**config.mk**
```make
export PLATFORM = sky130hd
export DESIGN_NAME = alu_issue_stage
export DESIGN_NICKNAME = d
export VERILOG_FILES = /design/src/rtl/alu_pkg.sv /design/src/rtl/alu_regfile.sv /design/src/rtl/alu_issue_stage.sv
export SDC_FILE = /design/constraint.sdc
export NUM_CORES = 1
export LEC_CHECK = 0
export ABC_CLOCK_PERIOD_IN_PS = 2100
export BUFFER_PORTS_ARGS = -buffer_cell sky130_fd_sc_hd__buf_4
export CAP_MARGIN = 25
export CORE_MARGIN = 2
export CORE_UTILIZATION = 54
export CTS_CLUSTER_SIZE = 20
export DETAILED_ROUTE_END_ITERATION = 10
export PLACE_DENSITY = 0.81
export SLEW_MARGIN = 20
export SYNTH_ARGS = -nofsm -noshare
export SYNTH_HDL_FRONTEND = slang
export SYNTH_SLANG_ARGS = --single-unit
```
**constraint.sdc**
```tcl
create_clock -name CLK -period 2.1 [get_ports CLK]
set_input_delay 0 -clock CLK [delete_from_list [all_inputs] [get_ports CLK]]
set_output_delay 0 -clock CLK [all_outputs]
set_load 0.1 [all_outputs]
```
**src/rtl/alu_pkg.sv**
```systemverilog
// Shared opcode encodings, flag bit positions and FSM state type for the ALU issue stage.
// Optional feature macro used by the top: ALU_OPCODE_CHECK_EN.
package alu_pkg;

   localparam logic [3:0] OP_ADD = 4'b0000;
   localparam logic [3:0] OP_SUB = 4'b0001;
   localparam logic [3:0] OP_AND = 4'b0010;
   localparam logic [3:0] OP_OR  = 4'b0011;
   localparam logic [3:0] OP_XOR = 4'b0100;
   localparam logic [3:0] OP_NOT = 4'b0101;
   localparam logic [3:0] OP_CMP = 4'b0110;
   localparam logic [3:0] OP_SHL = 4'b0111;
   localparam logic [3:0] OP_SHR = 4'b1000;
   localparam logic [3:0] OP_MAX = 4'b1000;

   localparam int unsigned FLAG_GT     = 4;
   localparam int unsigned FLAG_CARRY  = 2;
   localparam int unsigned FLAG_BORROW = 1;

   typedef enum logic {
      IDLE,
      EXEC
   } state_t;

   // Compare only updates flags; every other opcode writes its result back.
   function automatic logic op_writes_back(input logic [3:0] op);
      return op != OP_CMP;
   endfunction

endpackage

```
**src/rtl/alu_regfile.sv**
```systemverilog
// Operand register file: NREGS x WIDTH, two combinational read ports, one synchronous
// write port muxed between the external load path and the ALU writeback path.
module alu_regfile
   import alu_pkg::*;
#(
   parameter int unsigned WIDTH = 8,
   parameter int unsigned NREGS = 4,
   parameter int unsigned AW    = 2
) (
   input  logic             i_clk,
   input  logic             i_rst_n,
   input  logic             i_load_en,
   input  logic [AW-1:0]    i_load_addr,
   input  logic [WIDTH-1:0] i_load_data,
   input  logic             i_wb_en,
   input  logic [AW-1:0]    i_wb_addr,
   input  logic [WIDTH-1:0] i_wb_data,
   input  logic [AW-1:0]    i_raddr1,
   input  logic [AW-1:0]    i_raddr2,
   output logic [WIDTH-1:0] o_rdata1,
   output logic [WIDTH-1:0] o_rdata2
);

   logic [WIDTH-1:0] r_mem [NREGS];
   logic             w_we;
   logic [AW-1:0]    w_waddr;
   logic [WIDTH-1:0] w_wdata;

   // Load and writeback are never enabled together (load is only honoured in IDLE).
   always_comb begin
      w_we    = i_load_en | i_wb_en;
      w_waddr = i_wb_en ? i_wb_addr : i_load_addr;
      w_wdata = i_wb_en ? i_wb_data : i_load_data;
   end

   always_ff @(posedge i_clk) begin
      if (!i_rst_n) begin
         for (int unsigned i = 0; i < NREGS; i++) begin
            r_mem[i] <= '0;
         end
      end else if (w_we) begin
         r_mem[w_waddr] <= w_wdata;
      end
   end

   assign o_rdata1 = r_mem[i_raddr1];
   assign o_rdata2 = r_mem[i_raddr2];

endmodule

```
**src/rtl/alu_issue_stage.sv**
```systemverilog
// Two-cycle issue/writeback stage in front of the combinational 8-bit ALU.
// Optional illegal-opcode rejection enabled by defining ALU_OPCODE_CHECK_EN.
module alu_issue_stage
   import alu_pkg::*;
#(
   parameter int unsigned WIDTH = 8,
   parameter int unsigned NREGS = 4,
   parameter int unsigned AW    = 2
) (
   input  logic             CLK,
   input  logic             RST_N,
   input  logic             LOAD_VALID,
   input  logic [AW-1:0]    LOAD_ADDR,
   input  logic [WIDTH-1:0] LOAD_DATA,
   input  logic             INSTR_VALID,
   output logic             INSTR_READY,
   input  logic [3:0]       INSTR_OPCODE,
   input  logic [AW-1:0]    INSTR_RD,
   input  logic [AW-1:0]    INSTR_RS1,
   input  logic [AW-1:0]    INSTR_RS2,
   output logic [WIDTH-1:0] DATA1,
   output logic [WIDTH-1:0] DATA2,
   output logic [3:0]       OPCODE,
   input  logic [WIDTH-1:0] DATAOUT,
   input  logic [4:0]       FLAGS,
   output logic             RESULT_VALID,
   output logic [WIDTH-1:0] RESULT_DATA,
   output logic [4:0]       RESULT_FLAGS,
   output logic             ERR
);

   state_t           r_state, w_state_nxt;
   logic [WIDTH-1:0] r_data1, r_data2, r_result_data;
   logic [3:0]       r_opcode;
   logic [AW-1:0]    r_rd;
   logic [4:0]       r_result_flags;
   logic             r_result_valid;
   logic             w_ready, w_retire, w_load_en, w_accept, w_illegal, w_issue, w_wb_en;
   logic [WIDTH-1:0] w_rdata1, w_rdata2;

`ifdef ALU_OPCODE_CHECK_EN
   assign w_illegal = INSTR_OPCODE > OP_MAX;
`else
   assign w_illegal = 1'b0;
`endif

   assign w_accept = INSTR_VALID & w_ready;
   assign w_issue  = w_accept & ~w_illegal;
   assign w_wb_en  = w_retire & op_writes_back(r_opcode);

   always_ff @(posedge CLK) begin
      if (!RST_N) r_state <= IDLE;
      else        r_state <= w_state_nxt;
   end

   always_comb begin
      w_state_nxt = r_state;
      w_ready     = 1'b0;
      w_retire    = 1'b0;
      w_load_en   = 1'b0;
      case (r_state)
         IDLE: begin
            w_ready   = ~LOAD_VALID;
            w_load_en = LOAD_VALID;
            if (w_issue) w_state_nxt = EXEC;
         end
         EXEC: begin
            w_retire    = 1'b1;
            w_state_nxt = IDLE;
         end
         default: w_state_nxt = IDLE;
      endcase
   end

   always_ff @(posedge CLK) begin
      if (!RST_N) begin
         r_data1        <= '0;
         r_data2        <= '0;
         r_opcode       <= '0;
         r_rd           <= '0;
         r_result_data  <= '0;
         r_result_flags <= '0;
         r_result_valid <= 1'b0;
      end else begin
         r_result_valid <= w_retire;
         if (w_issue) begin
            r_data1  <= w_rdata1;
            r_data2  <= w_rdata2;
            r_opcode <= INSTR_OPCODE;
            r_rd     <= INSTR_RD;
         end
         if (w_retire) begin
            r_result_data  <= DATAOUT;
            r_result_flags <= FLAGS;
         end
      end
   end

`ifdef ALU_OPCODE_CHECK_EN
   logic r_err;
   always_ff @(posedge CLK) begin
      if (!RST_N) r_err <= 1'b0;
      else        r_err <= w_accept & w_illegal;
   end
   assign ERR = r_err;
`else
   assign ERR = 1'b0;
`endif

   alu_regfile #(
      .WIDTH(WIDTH),
      .NREGS(NREGS),
      .AW   (AW)
   ) u_regfile (
      .i_clk      (CLK),
      .i_rst_n    (RST_N),
      .i_load_en  (w_load_en),
      .i_load_addr(LOAD_ADDR),
      .i_load_data(LOAD_DATA),
      .i_wb_en    (w_wb_en),
      .i_wb_addr  (r_rd),
      .i_wb_data  (DATAOUT),
      .i_raddr1   (INSTR_RS1),
      .i_raddr2   (INSTR_RS2),
      .o_rdata1   (w_rdata1),
      .o_rdata2   (w_rdata2)
   );

   assign INSTR_READY  = w_ready;
   assign DATA1        = r_data1;
   assign DATA2        = r_data2;
   assign OPCODE       = r_opcode;
   assign RESULT_VALID = r_result_valid;
   assign RESULT_DATA  = r_result_data;
   assign RESULT_FLAGS = r_result_flags;

endmodule

```
==> results.cfg <==
[run_status]
run_status = completed

[route]
detail_route.drc_violations = 0
wire_per_inst_um = 17.61
first_iter_violations = 141
drtAntennaViolNets = 0
detail_route.vias_per_cell = 5.782
route.vias.total = 2382
drt_pass1_iterations = 4
total_length_of_routed_wires_mm = 7.257

[synthesis]
yosysWarningCount = 0
ys_types = 29
synth.top_cells.by_area = sky130_fd_sc_hd__edfxtp_1 29%, sky130_fd_sc_hd__dfxtp_1 23%, sky130_fd_sc_hd__mux4_2 11%
gate_count_post_synth = 242
sequential_area_share_after_synthesis = 0.5171
syn-num-nets = 279
netlist_top_cells_count = 37 x sky130_fd_sc_hd__dfxtp_1, 32 x sky130_fd_sc_hd__edfxtp_1, 28 x sky130_fd_sc_hd__nor2b_1
synth.ff_latch_count = 69
synth-edff-count = 32
mappedNetlistArea_mm2 = 0.003291
async_flop_share = 0
yosys.area.top_type = sky130_fd_sc_hd__edfxtp_1
yosys.cell_count.top_type = sky130_fd_sc_hd__dfxtp_1
synth_ff_type = sky130_fd_sc_hd__dfxtp_1
synth.top_cell.area_share = 0.2920
synth.avg_cell_area_um2 = 13.60

[timing]
maximum_clock_frequency_mhz = 604.3
hold_viol_final = 0
setup_tns_ns = 0
final_setup_violation_count = 0
rsz0062_at_grt = false
fin_crit_sh = 0.7880
period_needed_ns = 1.655
final.setup_skew_ns = 0.009352
timing.slew.headroom = 0.5835
worstMarginPinSlew_ns = 0.6248
worst_slack_setup_final_ns = 0.4452
final-max-slew-violation-count = 0

[clock_network]
tritoncts = yes
post_cts_gate_resize_count = 0
clockRootBuffer = sky130_fd_sc_hd__clkbuf_8
cts_made_buffers = 9
clkTransAtPathRegs_ns = 0.07
max-clock-path-buffers = 2
numClockSinks = 69
cts.htree.levels = 3
clkLatencyLatePin_ns = 0.33

[worst_setup_path]
crit_path_end = u_regfile.r_mem[1][2]
crit_path_end_kind = register
rr_endpoint = u_regfile.r_mem[1][2]
regToRegSetupSlack_ns = 0.45
worstPathRequired_ns = 2.29
crit_path_max_fanout = 16
path_class = register to register
r2r-start = r_state
worst_r2r_path_depth = 4
setup.worst_path.start = r_state
critPathMaxStageDelay_ns = 0.49
crit_path_top_delay_cell = sky130_fd_sc_hd__nor4b_4
timing.critical_path.from_type = register
critical_path_arrival_ns = 1.84
worst_path_cell_chain = buf_4 > nand2_1 > nor4b_4 > a22o_1

[final_layout]
fin_nets = 370
fraction_of_final_layout_cells_with_drive_strength_greater_than_1 = 0.3531
final_cell_area_mm2 = 0.004249
multi_input_area_mm2 = 0.001474
seqCellArea_mm2 = 0.001705
n_fill_cell = 410
fin_util = 0.7177
flow.area_growth_from_synthesis_pct = 29.13
insertedDiodeCount = 0

[floorplanning]
core-area_mm2 = 0.005921
floorplan.die.width_um = 82.06
fp.dieArea_mm2 = 0.006734
start_util = 0.5558
die_h_um = 82.06
floorplan.io_pins = 73
fp-row-count = 28

[worst_hold_path]
worstHoldPathType = input pin to register
hold_depth = 2

[placed_design]
pre_cts_slack_ns = 0.4924
routabilityCongestion = 0.8658
numPortBuffers = 71
post-dp-hpwl_mm = 5.222
dpl-instance-area_mm2 = 0.003870

[global_routing]
globalRoute.totalOverflow = 0
grt_antenna_before_repair = 0
grt_pass1_vias = 2312
maximum_number_of_pins_on_one_net_before_global_route_repair = 51
grtUsageTotal = 0.2265
grt_first_pass_wirelength_mm = 11.31

[pwr]
power_leakage_uw = 0.001613
total_power_divided_by_cell_area_mw_per_mm2 = 717.0
peakVddDrop_mv = 0.3819

[run]
maxCapViolCount = 0
==> state kept, by name, summed over array words and instances (netlist names) <==
name / count
DATA1: 8
r_state: 1
RESULT_DATA: 8
r_rd: 2
OPCODE: 4
RESULT_FLAGS: 5
u_regfile.r_mem: 32
DATA2: 8
RESULT_VALID: 1
==> worst max-delay path, delay by kind of cell (launching register included) <==
kind	cells	cell delay, ns
compound gates	1	0.22
simple gates	2	0.71
flops	1	0.35
buf+inv	1	0.23
==> power by group <==
group          switching (uW)  internal [uW]  total, uW
registers                47.6           1490       1530
clock network             451            452        903
logic                     382            228        610
total                     881           2170       3050
==> worst min path at each step <==
stage	from	endpoint	slack, ns
floorplan	INSTR_OPCODE[0]	OPCODE[0]	0.17
global placement	INSTR_RD[1]	r_rd[1]	0.25
detailed placement	INSTR_RD[1]	r_rd[1]	0.27
CTS	LOAD_DATA[7]	u_regfile.r_mem[2][7]	0.0004
global route	LOAD_DATA[7]	u_regfile.r_mem[2][7]	0.003
finish	LOAD_DATA[7]	u_regfile.r_mem[2][7]	0.01
==> per-layer routing <==
layer  global-route usage  vias to the layer above  routed length (um)
li1                     -                     1124                   -
met1               0.2902                     1158                3114
met2               0.3748                       91                3628
met3              0.05495                        9                 442
met4              0.08167                        0                  72
met5                    0                        -                   0
==> final cells by class <==
type / count / share of cell area
sequential: 69 / 0.4014
multi-input combinational: 151 / 0.3469
timing repair buffer: 101 / 0.1914
clock buffer: 13 / 0.03504
tap: 75 / 0.02208
clock inverter: 2 / 0.002356
inverter: 1 / 0.0008834
==> what timing repair did <==
item	in CTS	in global routing
setup buffers	0	0
endpoints found under the hold margin	24	0
hold buffers	22	0
==> through the flow <==
stage                     hold WS (ns)  power [uW]  std cells
after floorplan                 0.1693        1968        242
after global placement          0.2539        2121        375
after detailed placement        0.2666        2140        375
after CTS                    0.0004017        3063        412
after global routing          0.003413        3141        412
final                          0.01182        3046        412
==> cell usage in the layout (no fill, tap or decap), types with 2 or more instances in the layout <==
cell                            netlist  layout
sky130_fd_sc_hd__buf_4                3      79
sky130_fd_sc_hd__mux4_2              16      16
sky130_fd_sc_hd__edfxtp_1            32      32
sky130_fd_sc_hd__o2bb2ai_1           16      16
sky130_fd_sc_hd__nor3b_4              3       3
sky130_fd_sc_hd__nand2_1             17      17
sky130_fd_sc_hd__nand3b_1             3       3
sky130_fd_sc_hd__clkinv_2             0       2
sky130_fd_sc_hd__a22o_1              24      24
sky130_fd_sc_hd__clkbuf_1             9       3
sky130_fd_sc_hd__mux2i_1             19      19
sky130_fd_sc_hd__nor2b_1             28      28
sky130_fd_sc_hd__a32oi_1              8       8
sky130_fd_sc_hd__dlygate4sd3_1        0      22
sky130_fd_sc_hd__nor2_1               2       2
sky130_fd_sc_hd__nand4b_1             2       2
sky130_fd_sc_hd__dfxtp_1             37      34
sky130_fd_sc_hd__dfxtp_2              0       3
sky130_fd_sc_hd__nand3_1              3       3
sky130_fd_sc_hd__clkbuf_8             0      10
sky130_fd_sc_hd__nor4b_4              2       2
==> logic make-up (layout without fill, tap and decap cells) <==
family | count (synthesis) | after routing | share of synthesized area
AOI/OAI and AO/OA | 48 | 48 | 0.1278
buffers and inverters | 22 | 117 | 0.03498
DFF | 69 | 69 | 0.5171
muxes | 35 | 35 | 0.1673
other | 1 | 1 | 0.001140
and+or+nand+nor | 67 | 67 | 0.1517
Note: power is estimated with default switching activity, not from simulation.
